### src/rtl/muldiv_pkg.sv
// muldiv_pkg: shared op encodings, FSM state codes and width for the mul/div unit
package muldiv_pkg;
   localparam int XLEN = 32;
   localparam logic [2:0] OP_MULT  = 3'b000;
   localparam logic [2:0] OP_MULTU = 3'b001;
   localparam logic [2:0] OP_DIV   = 3'b010;
   localparam logic [2:0] OP_DIVU  = 3'b011;
   localparam logic [2:0] OP_MTHI  = 3'b100;
   localparam logic [2:0] OP_MTLO  = 3'b101;
   localparam logic [1:0] S_IDLE = 2'd0;
   localparam logic [1:0] S_RUN  = 2'd1;
   localparam logic [1:0] S_FIX  = 2'd2;
   function automatic logic [XLEN-1:0] cneg(input logic [XLEN-1:0] v, input logic neg);
      return neg ? -v : v;
   endfunction
endpackage

### src/rtl/muldiv_if.sv
// muldiv_if: operand/request and HI/LO result bundle between execute control and the mul/div unit
interface muldiv_if;
   import muldiv_pkg::*;
   logic            start;
   logic [2:0]      op;
   logic [XLEN-1:0] a;
   logic [XLEN-1:0] b;
   logic            busy;
   logic            done;
   logic [XLEN-1:0] hi;
   logic [XLEN-1:0] lo;
   modport master(output start, op, a, b, input busy, done, hi, lo);
   modport slave(input start, op, a, b, output busy, done, hi, lo);
endinterface

### src/rtl/muldiv_iter_core.sv
// muldiv_iter_core: W-step radix-2 shift-add multiply / restoring divide on unsigned magnitudes
module muldiv_iter_core import muldiv_pkg::*; #(
   parameter int W = XLEN
) (
   input  logic           clk,
   input  logic           rst_n,
   input  logic           load,
   input  logic           step,
   input  logic           div,
   input  logic [W-1:0]   ma,
   input  logic [W-1:0]   mb,
   output logic [2*W-1:0] acc,
   output logic           last_step
);
   localparam int CW = $clog2(W);
   logic [CW-1:0] cnt;
   logic [W-1:0]  m;
   logic [W:0]    sum;
   logic [W:0]    trial;
   logic [W-1:0]  diff;
   logic          ge;
   assign last_step = step && cnt == CW'(W-1);
   // one iteration: acc is {product_hi, multiplier} for multiply and {remainder, dividend/quotient} for divide
   always_comb begin
      sum   = {1'b0, acc[2*W-1:W]} + (acc[0] ? {1'b0, m} : {(W+1){1'b0}});
      trial = {acc[2*W-1:W], acc[W-1]};
      ge    = trial >= {1'b0, m};
      diff  = trial[W-1:0] - m;
   end
   // accumulator, divisor/multiplicand and iteration counter
   always_ff @(posedge clk or negedge rst_n) begin
      if (!rst_n) begin
         acc <= '0;
         m   <= '0;
         cnt <= '0;
      end else if (load) begin
         acc <= {{W{1'b0}}, ma};
         m   <= mb;
         cnt <= '0;
      end else if (step) begin
         acc <= div ? {ge ? diff : trial[W-1:0], acc[W-2:0], ge} : {sum, acc[W-1:1]};
         cnt <= cnt + 1'b1;
      end
   end
endmodule

### src/rtl/muldiv_unit.sv
// muldiv_unit: iterative MULT/MULTU/DIV/DIVU plus MTHI/MTLO into architectural HI/LO
module muldiv_unit import muldiv_pkg::*; (
   input logic     clk,
   input logic     rst_n,
   muldiv_if.slave bus
);
   logic [1:0]        state;
   logic              go, load, sa_in, sb_in, is_div, neg_a, neg_b, bz, last_step;
   logic [XLEN-1:0]   ma, mb, quo, rem;
   logic [2*XLEN-1:0] acc, prod;
   assign go        = bus.start && state == S_IDLE;
   assign load      = go && !bus.op[2];
   assign sa_in     = !bus.op[0] && bus.a[XLEN-1];
   assign sb_in     = !bus.op[0] && bus.b[XLEN-1];
   assign ma        = cneg(bus.a, sa_in);
   assign mb        = cneg(bus.b, sb_in);
   assign prod      = (neg_a ^ neg_b) ? -acc : acc;
   assign quo       = bz ? '1 : cneg(acc[XLEN-1:0], neg_a ^ neg_b);
   assign rem       = cneg(acc[2*XLEN-1:XLEN], neg_a);
   assign bus.busy  = state != S_IDLE;
   muldiv_iter_core #(.W(XLEN)) u_core (
      .clk(clk), .rst_n(rst_n), .load(load), .step(state == S_RUN), .div(is_div),
      .ma(ma), .mb(mb), .acc(acc), .last_step(last_step)
   );
   // IDLE -> RUN on an arithmetic start, RUN -> FIX after the last iteration, FIX -> IDLE
   always_ff @(posedge clk or negedge rst_n) begin
      if (!rst_n) state <= S_IDLE;
      else state <= state == S_IDLE ? (load ? S_RUN : S_IDLE) :
                    state == S_RUN  ? (last_step ? S_FIX : S_RUN) : S_IDLE;
   end
   // capture op kind, operand signs and the divide-by-zero flag when a request is accepted
   always_ff @(posedge clk or negedge rst_n) begin
      if (!rst_n) {is_div, neg_a, neg_b, bz} <= '0;
      else if (load) {is_div, neg_a, neg_b, bz} <= {bus.op[1], sa_in, sb_in, bus.b == '0};
   end
   // HI/LO only change on the fix-up edge or an accepted MTHI/MTLO
   always_ff @(posedge clk or negedge rst_n) begin
      if (!rst_n) begin
         bus.hi   <= '0;
         bus.lo   <= '0;
         bus.done <= 1'b0;
      end else begin
         bus.done <= state == S_FIX;
         if (state == S_FIX) begin
            bus.hi <= is_div ? rem : prod[2*XLEN-1:XLEN];
            bus.lo <= is_div ? quo : prod[XLEN-1:0];
         end else if (go && bus.op == OP_MTHI) bus.hi <= bus.a;
         else if (go && bus.op == OP_MTLO) bus.lo <= bus.a;
      end
   end
endmodule

### src/flat_wrapper.sv
// flat-port wrapper written by rule: the top's interface ports become plain ports
module muldiv_unit_flat import muldiv_pkg::*;
  (clk, rst_n, bus_start, bus_op, bus_a, bus_b, bus_busy, bus_done, bus_hi, bus_lo);
  muldiv_if bus_i ();
  input logic clk;
  input logic rst_n;
  input wire logic [$bits(bus_i.start)-1:0] bus_start;
  input wire logic [$bits(bus_i.op)-1:0] bus_op;
  input wire logic [$bits(bus_i.a)-1:0] bus_a;
  input wire logic [$bits(bus_i.b)-1:0] bus_b;
  output wire logic [$bits(bus_i.busy)-1:0] bus_busy;
  output wire logic [$bits(bus_i.done)-1:0] bus_done;
  output wire logic [$bits(bus_i.hi)-1:0] bus_hi;
  output wire logic [$bits(bus_i.lo)-1:0] bus_lo;
  assign bus_i.start = bus_start;
  assign bus_i.op = bus_op;
  assign bus_i.a = bus_a;
  assign bus_i.b = bus_b;
  assign bus_busy = bus_i.busy;
  assign bus_done = bus_i.done;
  assign bus_hi = bus_i.hi;
  assign bus_lo = bus_i.lo;
  muldiv_unit u_core (.clk(clk), .rst_n(rst_n), .bus(bus_i));
endmodule
### config.mk
export PLATFORM = sky130hd
export DESIGN_NAME = muldiv_unit_flat
export DESIGN_NICKNAME = d
export VERILOG_FILES = /design/src/rtl/muldiv_pkg.sv /design/src/rtl/muldiv_if.sv /design/src/rtl/muldiv_iter_core.sv /design/src/rtl/muldiv_unit.sv /design/src/flat_wrapper.sv
export SDC_FILE = /design/constraint.sdc
export NUM_CORES = 1
export LEC_CHECK = 0
export CAP_MARGIN = 25
export CORE_MARGIN = 3
export CORE_UTILIZATION = 40
export CTS_CLUSTER_DIAMETER = 150
export CTS_CLUSTER_SIZE = 25
export DETAILED_ROUTE_END_ITERATION = 8
export PLACE_DENSITY = 0.62
export REMOVE_ABC_BUFFERS = 1
export SYNTH_ARGS = -nofsm -noshare
export SYNTH_HDL_FRONTEND = slang
export SYNTH_SLANG_ARGS = --single-unit
### constraint.sdc
create_clock -name clk -period 9.6 [get_ports clk]
set_clock_uncertainty 0.05 [all_clocks]
set_input_delay 1.92 -clock clk [delete_from_list [all_inputs] [get_ports clk]]
set_output_delay 1.92 -clock clk [all_outputs]
set_load 0.02 [all_outputs]
==> metrics.cfg, run 1 <==
[final_layout]
layout_common_cells=o21ai_0, nand2_1, dfrtp_1
layout_commonest_cell=o21ai_0
drive_gt1_share_pct=5.516
nNetsFinal=1979
num_antenna_cells=0
areaGrowthSynthToFinish_pct=16.79

[power]
p_sw_mw=3.409
p_sw_share_pct=49.60
p_seq_share_pct=22.6
ir_drop_uv=169.5
power_report.internal_total_mw=3.465
combPwrFrac_pct=66.3
power.leakage_nw=6.953
power.density_nw_per_um2=414.6
clock_power_share_pct=11.0

[route]
vias=13310
drtIter0Drc=1234
drt-wirelength-per-cell_um=18.52
dr.pass1.iters=6
drc=0
final_antenna_net_count=0
vias_per_cell=5.776
wl_mm=42.67

[status]
status=finished clean

[clock_network]
cts_buffers=17
clk_pin_slew_ns=0.07
clock_sinks=172
cts_resized=0
postCtsHoldBufs=0
clock-root-buffer=clkbuf_16
cts_max_path_buffers=2
htree_levels=4
cts_tree=built
insertion_delay_ns=0.44
cts_setup_buffers=0

[synthesis]
synth_top_area_cell=dfrtp_1
synth-seq-cells=172
synthDistinctLibCells=83
yosys_warnings=0
synthCells=1768
synth-edff-count=0
synth_flop_cell=dfrtp_1
syn_area_um2=14200
syn_avg_cell_area_um2=8.030
ys_seq_area_share_pct=30.32
yosys-top-cells-area=dfrtp_1, o21ai_0, xnor2_1
synth_top_area_share_pct=30.32
async_flop_share_pct=100.0

[hold_path]
hold_path_class=reg2reg
hold_start=u_core.bus.lo[20]

[floorplan]
dieArea_um2=37790
num_rows=68
die_h_um=194.4
ios=136
dieWidth_um=194.4
floorplan.initialDensity_pct=40.80
core_area_um2=34800

[global_route]
grtUsageTotal_pct=22.26
grt_pass1_vias=12680
grt_pass1_wl_mm=69.75
grt-ovfl-total=0
grt_max_degree=105
grt_antenna_before_repair=0

[placed_design]
gp_congestion=0.8825
port_buffers=135
preCtsSetupSlack_ns=4.440
dp_hpwl_mm=32.02

[critical_path]
startpoint=bus_a[9]
critical_path_class=in2reg
crit_arrival_ns=5.05
cp.required_ns=9.84
cp-start-kind=primary input
path_max_fanout=5
timing.rr.start=u_core.u_core.acc[0]
end_kind=flop

[timing]
rsz0062_at_grt=false
finalWorstSetupSlack_ns=4.790
setup_viol=0
worstMarginPinSlew_ns=0.9942
period_needed_ns=4.810
finalCritPeriodShare_pct=50.10
hold_viol_final=0
slew_viol_final=0
relSlewSlack_pct=33.65
max_freq_mhz=207.9
setup_tns_ns=0

[flow_run]
maxCapViolations=0

## flip-flops by register name (all words and copies together), names as in the netlist, 2 cells and up
signal,count
u_core.bus.hi,32
u_core.bus.lo,32
u_core.state,2
u_core.u_core.acc,64
u_core.u_core.cnt,5
u_core.u_core.m,32
## layer usage
metal | vias up | routed length, um | GRT usage [%]
met5 | - | 0 | 0
met4 | 0 | 803 | 5.346
met3 | 53 | 2273 | 2.461
met2 | 474 | 18970 | 35.28
met1 | 6259 | 20630 | 32.65
li1 | 6523 | - | -
## cells in the mapped netlist (24+ instances only)
library cell / instances
inv_1: 67
o22ai_1: 36
a21oi_1: 137
nor3_1: 42
xor2_1: 72
dfrtp_1: 172
a21o_1: 24
clkbuf_1: 81
ha_1: 70
nand2_1: 187
o21ai_0: 192
o211ai_1: 37
xnor2_1: 104
mux2i_1: 53
nor2_1: 162
## final timing paths
check	endpoint	slack (ns)	depth (start not counted)
min reg2reg	u_core.bus.lo[20]	0.43	2
max in group asynchronous	u_core.u_core.acc[15]	7.15	2
max reg2reg	u_core.u_core.acc[61]	5.34	12
min	u_core.bus.lo[20]	0.43	2
max	u_core.u_core.acc[30]	4.79	10
min in group asynchronous	u_core.bus.lo[29]	1.23	1
## power by group through the flow
stage / clock network (mW) / registers (mW) / logic [mW]
3_3_place_gp: 0 / 1.55 / 4.43
4_1_cts: 0.770 / 1.55 / 4.50
6_report: 0.759 / 1.56 / 4.56
3_5_place_dp: 0 / 1.56 / 4.48
5_1_grt: 0.800 / 1.61 / 5.05
2_1_floorplan: 0 / 1.60 / 3.10
## critical path: stages
cell             delay [ns]
clkdlybuf4s50_1        0.51
nor3_1                 0.36
nand2_1                0.14
nor4_1                 0.50
nand2_1                0.25
or3_1                  0.41
nor4_1                 0.49
a31oi_1                0.20
xnor2_1                0.17
o21ai_0                0.09
## through the flow
| step | total power, mW | utilization, % | area (um2) | instances | hold WS, ns |
|---|---|---|---|---|---|
| 5_1_grt | 7.461 | 47.65 | 16580 | 2304 | 0.4580 |
| 4_1_cts | 6.823 | 47.51 | 16530 | 2302 | 0.4352 |
| 2_1_floorplan | 4.698 | - | 13800 | 1664 | 0.3998 |
| 3_5_place_dp | 6.040 | 45.69 | 15900 | 2271 | 0.4200 |
| 6_report | 6.874 | 47.65 | 16580 | 2304 | 0.4262 |
| 3_3_place_gp | 5.972 | 45.57 | 15860 | 2268 | 0.4107 |
## area by class of cell
type                            count  area [um2]
Clock buffer                       21       470.5
Clock inverter                     10       162.7
Fill cell                        3445       18220
Inverter                           68       255.2
Multi-Input combinational cell   1424        9270
Sequential cell                   172        4305
Tap cell                          455       569.3
Timing Repair Buffer              154        1548
## cell families after synthesis
group                      after synthesis  share of synthesized area, %
xor gates and xnor gates               176                         10.86
and+or+nand+nor                        531                         17.66
DFF                                    172                         30.32
buffers and inverters                  172                         4.609
AOI/OAI and AO/OA                      580                         25.42
muxes                                   65                         4.688
adders and majority gates               72                         6.451
Note: power is estimated with default switching activity, not from simulation.
==> run 2: changes to the inputs <==
==> constraint.sdc (replaced) <==
create_clock -name clk -period 4.7 [get_ports clk]
set_clock_uncertainty 0.05 [all_clocks]
set_input_delay 0.94 -clock clk [delete_from_list [all_inputs] [get_ports clk]]
set_output_delay 0.94 -clock clk [all_outputs]
set_load 0.02 [all_outputs]
==> run 2 against run 1 <==
Via count shrank 0.73%. Wire length grew 2.3%. Critical endpoint is now u_core.u_core.acc[61]. Utilization is essentially flat. Global-route usage grew 0.31 points. Cell area is essentially flat. Highest routed layer unchanged.
==> metrics.cfg, run 2 (synthesized netlist as in run 1, its figures left out) <==
[timing]
setup_viol=0
finalCritPeriodShare_pct=82.68
period_needed_ns=3.886
relSlewSlack_pct=28.86
whs_ns=0.4273
setup_tns_ns=0
rsz0062_at_grt=false
slew_viol_final=0
finalWorstSetupSlack_ns=0.8141
worstMarginPinSlew_ns=1.067
hold_viol_final=0
max_freq_mhz=257.3

[clock_network]
clock_sinks=172
clk_pin_slew_ns=0.07
clock-root-buffer=clkbuf_16
cts_resized=0
insertion_delay_ns=0.44
cts_max_path_buffers=2
cts_buffers=17
postCtsHoldBufs=0
htree_levels=4
cts_tree=built
cts_setup_buffers=0

[global_route]
grt_max_degree=73
grt_antenna_before_repair=0
grt_pass1_wl_mm=69.84
grt_pass1_vias=12670
grtUsageTotal_pct=22.57
grt-ovfl-total=0

[route]
final_antenna_net_count=0
dr.pass1.iters=5
drtIter0Drc=979
wl_mm=43.64
vias_per_cell=5.715
vias=13210
drt-wirelength-per-cell_um=18.88
drc=0

[critical_path]
worstReg2RegEnd=u_core.u_core.acc[61]
end_kind=flop
reg2reg_depth=12
crit_arrival_ns=4.13
cp-start-kind=flop
critical_path_class=reg2reg
cp.required_ns=4.95
r2r_slack_ns=0.81
timing.rr.start=u_core.u_core.acc[0]
path_max_fanout=18

[final_layout]
num_antenna_cells=0
areaGrowthSynthToFinish_pct=16.68
layout_common_cells=o21ai_0, nand2_1, dfrtp_1
nNetsFinal=1986
fin_util_pct=47.61
layout_commonest_cell=o21ai_0
nFillCells=3479
multiInputGateArea_um2=9270
largest_register_ffs=64
seqCellArea_um2=4305
final_area_um2=16570
fin_cells=2312
drive_gt1_share_pct=5.816
regMostFlops=u_core.u_core.acc

[placed_design]
port_buffers=135
preCtsSetupSlack_ns=0.6244
place_area_um2=15990
gp_congestion=0.9217
dp_hpwl_mm=33.50
placed_cells=2280

[power]
combPwrFrac_pct=67.2
ir_drop_uv=331.3
total_power_mw=14.03
p_sw_share_pct=50.07
p_sw_mw=7.025
power_report.internal_total_mw=7.004
p_seq_share_pct=22.7
clock_power_share_pct=10.2
power.leakage_nw=6.942
power.density_nw_per_um2=846.9

[floorplan]
floorplan.initialDensity_pct=40.80
num_rows=68
ios=136
core_area_um2=34800
die_h_um=194.4
dieArea_um2=37790
dieWidth_um=194.4

[hold_path]
hold_end=u_core.bus.lo[12]
hold_path_class=reg2reg
whs_path_depth=2
hold_start=u_core.bus.lo[12]

[status]
status=finished clean

[flow_run]
maxCapViolations=0

==> run 2: cell count changes in the layout (fill, tap and decap cells not counted), sizes merged <==
cell,delta
buf,+7
clkinvlp,+3
bufinv,-2
clkbuf,+1
inv,-1
==> run 2: worst max-delay path: stages (launching register included) <==
cell and delay [ns]:
dfrtp_1 0.48, inv_1 0.50, nor2_1 0.12, ha_1 0.43
and3_1 0.24, nand3_1 0.11, a211oi_1 0.37, nor3_1 0.16
o41ai_2 0.59, a21oi_1 0.16, nor3_1 0.25, xnor2_1 0.16
o221ai_1 0.13
==> run 2: how the worst max path moves through the flow <==
| stage | slack [ns] | to | from |
|---|---|---|---|
| floorplan | -1.02 | u_core.bus.lo[0] | u_core.state[0] |
| finish | 0.81 | u_core.u_core.acc[61] | u_core.u_core.acc[0] |
| global route | 0.57 | u_core.u_core.acc[63] | u_core.u_core.acc[0] |
| global placement | 0.80 | u_core.u_core.m[26] | bus_b[4] |
| CTS | 0.89 | u_core.u_core.acc[61] | u_core.u_core.acc[0] |
| detailed placement | 0.62 | u_core.u_core.acc[30] | bus_a[16] |
==> run 2: layout make-up <==
cell class                      instances  share of cell area, %
Tap cell                              455                  3.437
Clock inverter                         10                 0.7024
Sequential cell                       172                  25.99
Inverter                               68                  1.541
Multi-Input combinational cell       1424                  55.96
Timing Repair Buffer                  161                  9.569
Clock buffer                           22                  2.802
==> run 2: power by group through the flow <==
stage | Clock, mW | Combinational (mW) | Sequential, mW
after floorplan | 0 | 6.31 | 3.27
after global placement | 0 | 9.22 | 3.15
after detailed placement | 0 | 9.30 | 3.18
after CTS | 1.45 | 9.35 | 3.16
after global routing | 1.51 | 10.4 | 3.29
final | 1.43 | 9.42 | 3.18
==> run 2: layer usage <==
metal | share of wire [%] | up-vias | global-route usage, %
met3 | 4.6 | 57 | 3.016
met2 | 45 | 376 | 35.72
met4 | 2.7 | 0 | 7.154
li1 | - | 6527 | -
met5 | 0 | - | 0
met1 | 48 | 6252 | 32.11
==> run 3: changes to the inputs <==
==> constraint.sdc (replaced) <==
create_clock -name clk -period 3.94 [get_ports clk]
set_clock_uncertainty 0.05 [all_clocks]
set_input_delay 0.788 -clock clk [delete_from_list [all_inputs] [get_ports clk]]
set_output_delay 0.788 -clock clk [all_outputs]
set_load 0.02 [all_outputs]
==> run 3 against run 2 <==
Sequential cell count is the same. Die area unchanged. Setup slack worse by 0.67 ns. Global-route usage down 0.090 points. Largest cell class unchanged. Largest power group unchanged. Highest routed layer is now met5.
==> metrics.cfg, run 3 (synthesized netlist as in run 1, its figures left out) <==
[flow_run]
maxCapViolations=0

[global_route]
grt_util_met3_pct=2.843
grt-ovfl-total=0
grt_pass1_vias=12960
grt_max_degree=67
grt_antenna_before_repair=1
grt.busiest_layer=met2
grt_pass1_wl_mm=69.78
use_met1_pct=31.59
grtUsageTotal_pct=22.48
use_met2_pct=35.90

[clock_network]
cts_resized=0
insertion_delay_ns=0.44
clk_pin_slew_ns=0.07
cts_buffers=17
postCtsHoldBufs=0
cts_max_path_buffers=2
clock-root-buffer=clkbuf_16
htree_levels=4
cts_tree=built
cts_setup_buffers=0
clock_sinks=172

[power]
power.density_nw_per_um2=994.9
power.leakage_nw=7.060
ir_drop_uv=477.3
total_power_mw=16.66

[floorplan]
num_rows=68
core_area_um2=34800
dieWidth_um=194.4
die_h_um=194.4
floorplan.initialDensity_pct=40.80
ios=136
dieArea_um2=37790

[timing]
hold_viol_final=0
setup_tns_ns=0
slew_viol_final=0
whs_ns=0.2648
rsz0062_at_grt=false
finalWorstSetupSlack_ns=0.1392
worstMarginPinSlew_ns=0.9513
setup_viol=0
period_needed_ns=3.801
max_freq_mhz=263.1
relSlewSlack_pct=36.43
finalCritPeriodShare_pct=96.47

[critical_path]
slowest_delay_ns=0.55
path_max_fanout=56
cp_cell_sequence=ha_1, nor2b_1, o31ai_1, a21oi_1, o21ai_0, a211oi_1, nor3_2, buf_12, mux2i_1, nor2_1, a221o_1
critical_path_class=reg2reg
cp-start-kind=flop
r2r_slack_ns=0.14
cp.required_ns=4.22
end_kind=flop
slowest_stage=o21ai_0
crit_arrival_ns=4.08

[final_layout]
num_antenna_cells=0
drive_gt1_share_pct=7.276
layout_common_cells=o21ai_0, nand2_1, dfrtp_1
nFillCells=3449
regMostFlops=u_core.u_core.acc
nNetsFinal=2012
largest_register_ffs=64
areaGrowthSynthToFinish_pct=17.94
layout_commonest_cell=o21ai_0

[hold_path]
hold_path_class=in2async

[placed_design]
dp_hpwl_mm=33.48
port_buffers=135
gp_congestion=0.9339
preCtsSetupSlack_ns=0.1361

[route]
dr.pass1.iters=5
drt-wirelength-per-cell_um=18.56
vias=13390
vias_per_cell=5.729
wl_mm=43.40
final_antenna_net_count=0
drc=0
drtIter0Drc=991

[status]
status=finished clean

## run 3: cell count changes in the layout (fill, tap and decap cells not counted), sizes merged
cell and delta:
buf +26, clkbuf -4, bufinv -2, clkinv +2, inv +4
## run 3: worst max-delay path, delay by kind of cell (launching register included)
kind	cells	cell delay, ns
and+or+nand+nor	3	0.45
AOI/OAI and AO/OA	5	1.70
muxes	1	0.27
DFF	1	0.50
buffers and inverters	1	0.29
adders and majority gates	1	0.40
## run 3: metal layers
metal / routed length [um] / share of wire, % / up-vias
met3: 2400 / 5.5 / 69
li1: - / - / 6592
met1: 20420 / 47 / 6286
met5: 10 / 0.023 / -
met2: 19340 / 45 / 445
met4: 1225 / 2.8 / 2
## run 3: final timing paths
path	from	end	cells past startpoint
setup / recovery	u_core.u_core.acc[32]	u_core.u_core.acc[54]	11
hold / removal	rst_n	u_core.bus.lo[28]	1
setup reg to reg	u_core.u_core.acc[32]	u_core.u_core.acc[54]	11
hold reg to reg	u_core.bus.lo[5]	u_core.bus.lo[5]	2
max in group asynchronous	rst_n	u_core.u_core.acc[41]	2
min in group clk	u_core.bus.lo[5]	u_core.bus.lo[5]	2
## run 3: metrics by stage
step                      instances  instance area, um2  utilization (%)
after floorplan                1664               13800                -
after global placement         2305               16170            46.48
after detailed placement       2305               16170            46.48
after CTS                      2337               16720            48.06
after global routing           2338               16740            48.12
final                          2338               16740            48.12
## run 3: area by class of cell
| class | instances | area, um2 | area share [%] |
|---|---|---|---|
| Clock buffer | 18 | 439.2 | 2.623 |
| Clock inverter | 14 | 112.6 | 0.6725 |
| Inverter | 68 | 255.2 | 1.524 |
| Multi-Input combinational cell | 1424 | 9270 | 55.36 |
| Sequential cell | 172 | 4305 | 25.71 |
| Tap cell | 455 | 569.3 | 3.400 |
| Timing Repair Buffer | 187 | 1793 | 10.71 |
## run 3: where the power goes
group / internal [mW] / switching (mW) / total [mW]
Sequential: 2.66 / 1.12 / 3.77
Clock: 0.833 / 0.787 / 1.62
Combinational: 4.81 / 6.45 / 11.3
Total: 8.30 / 8.36 / 16.7
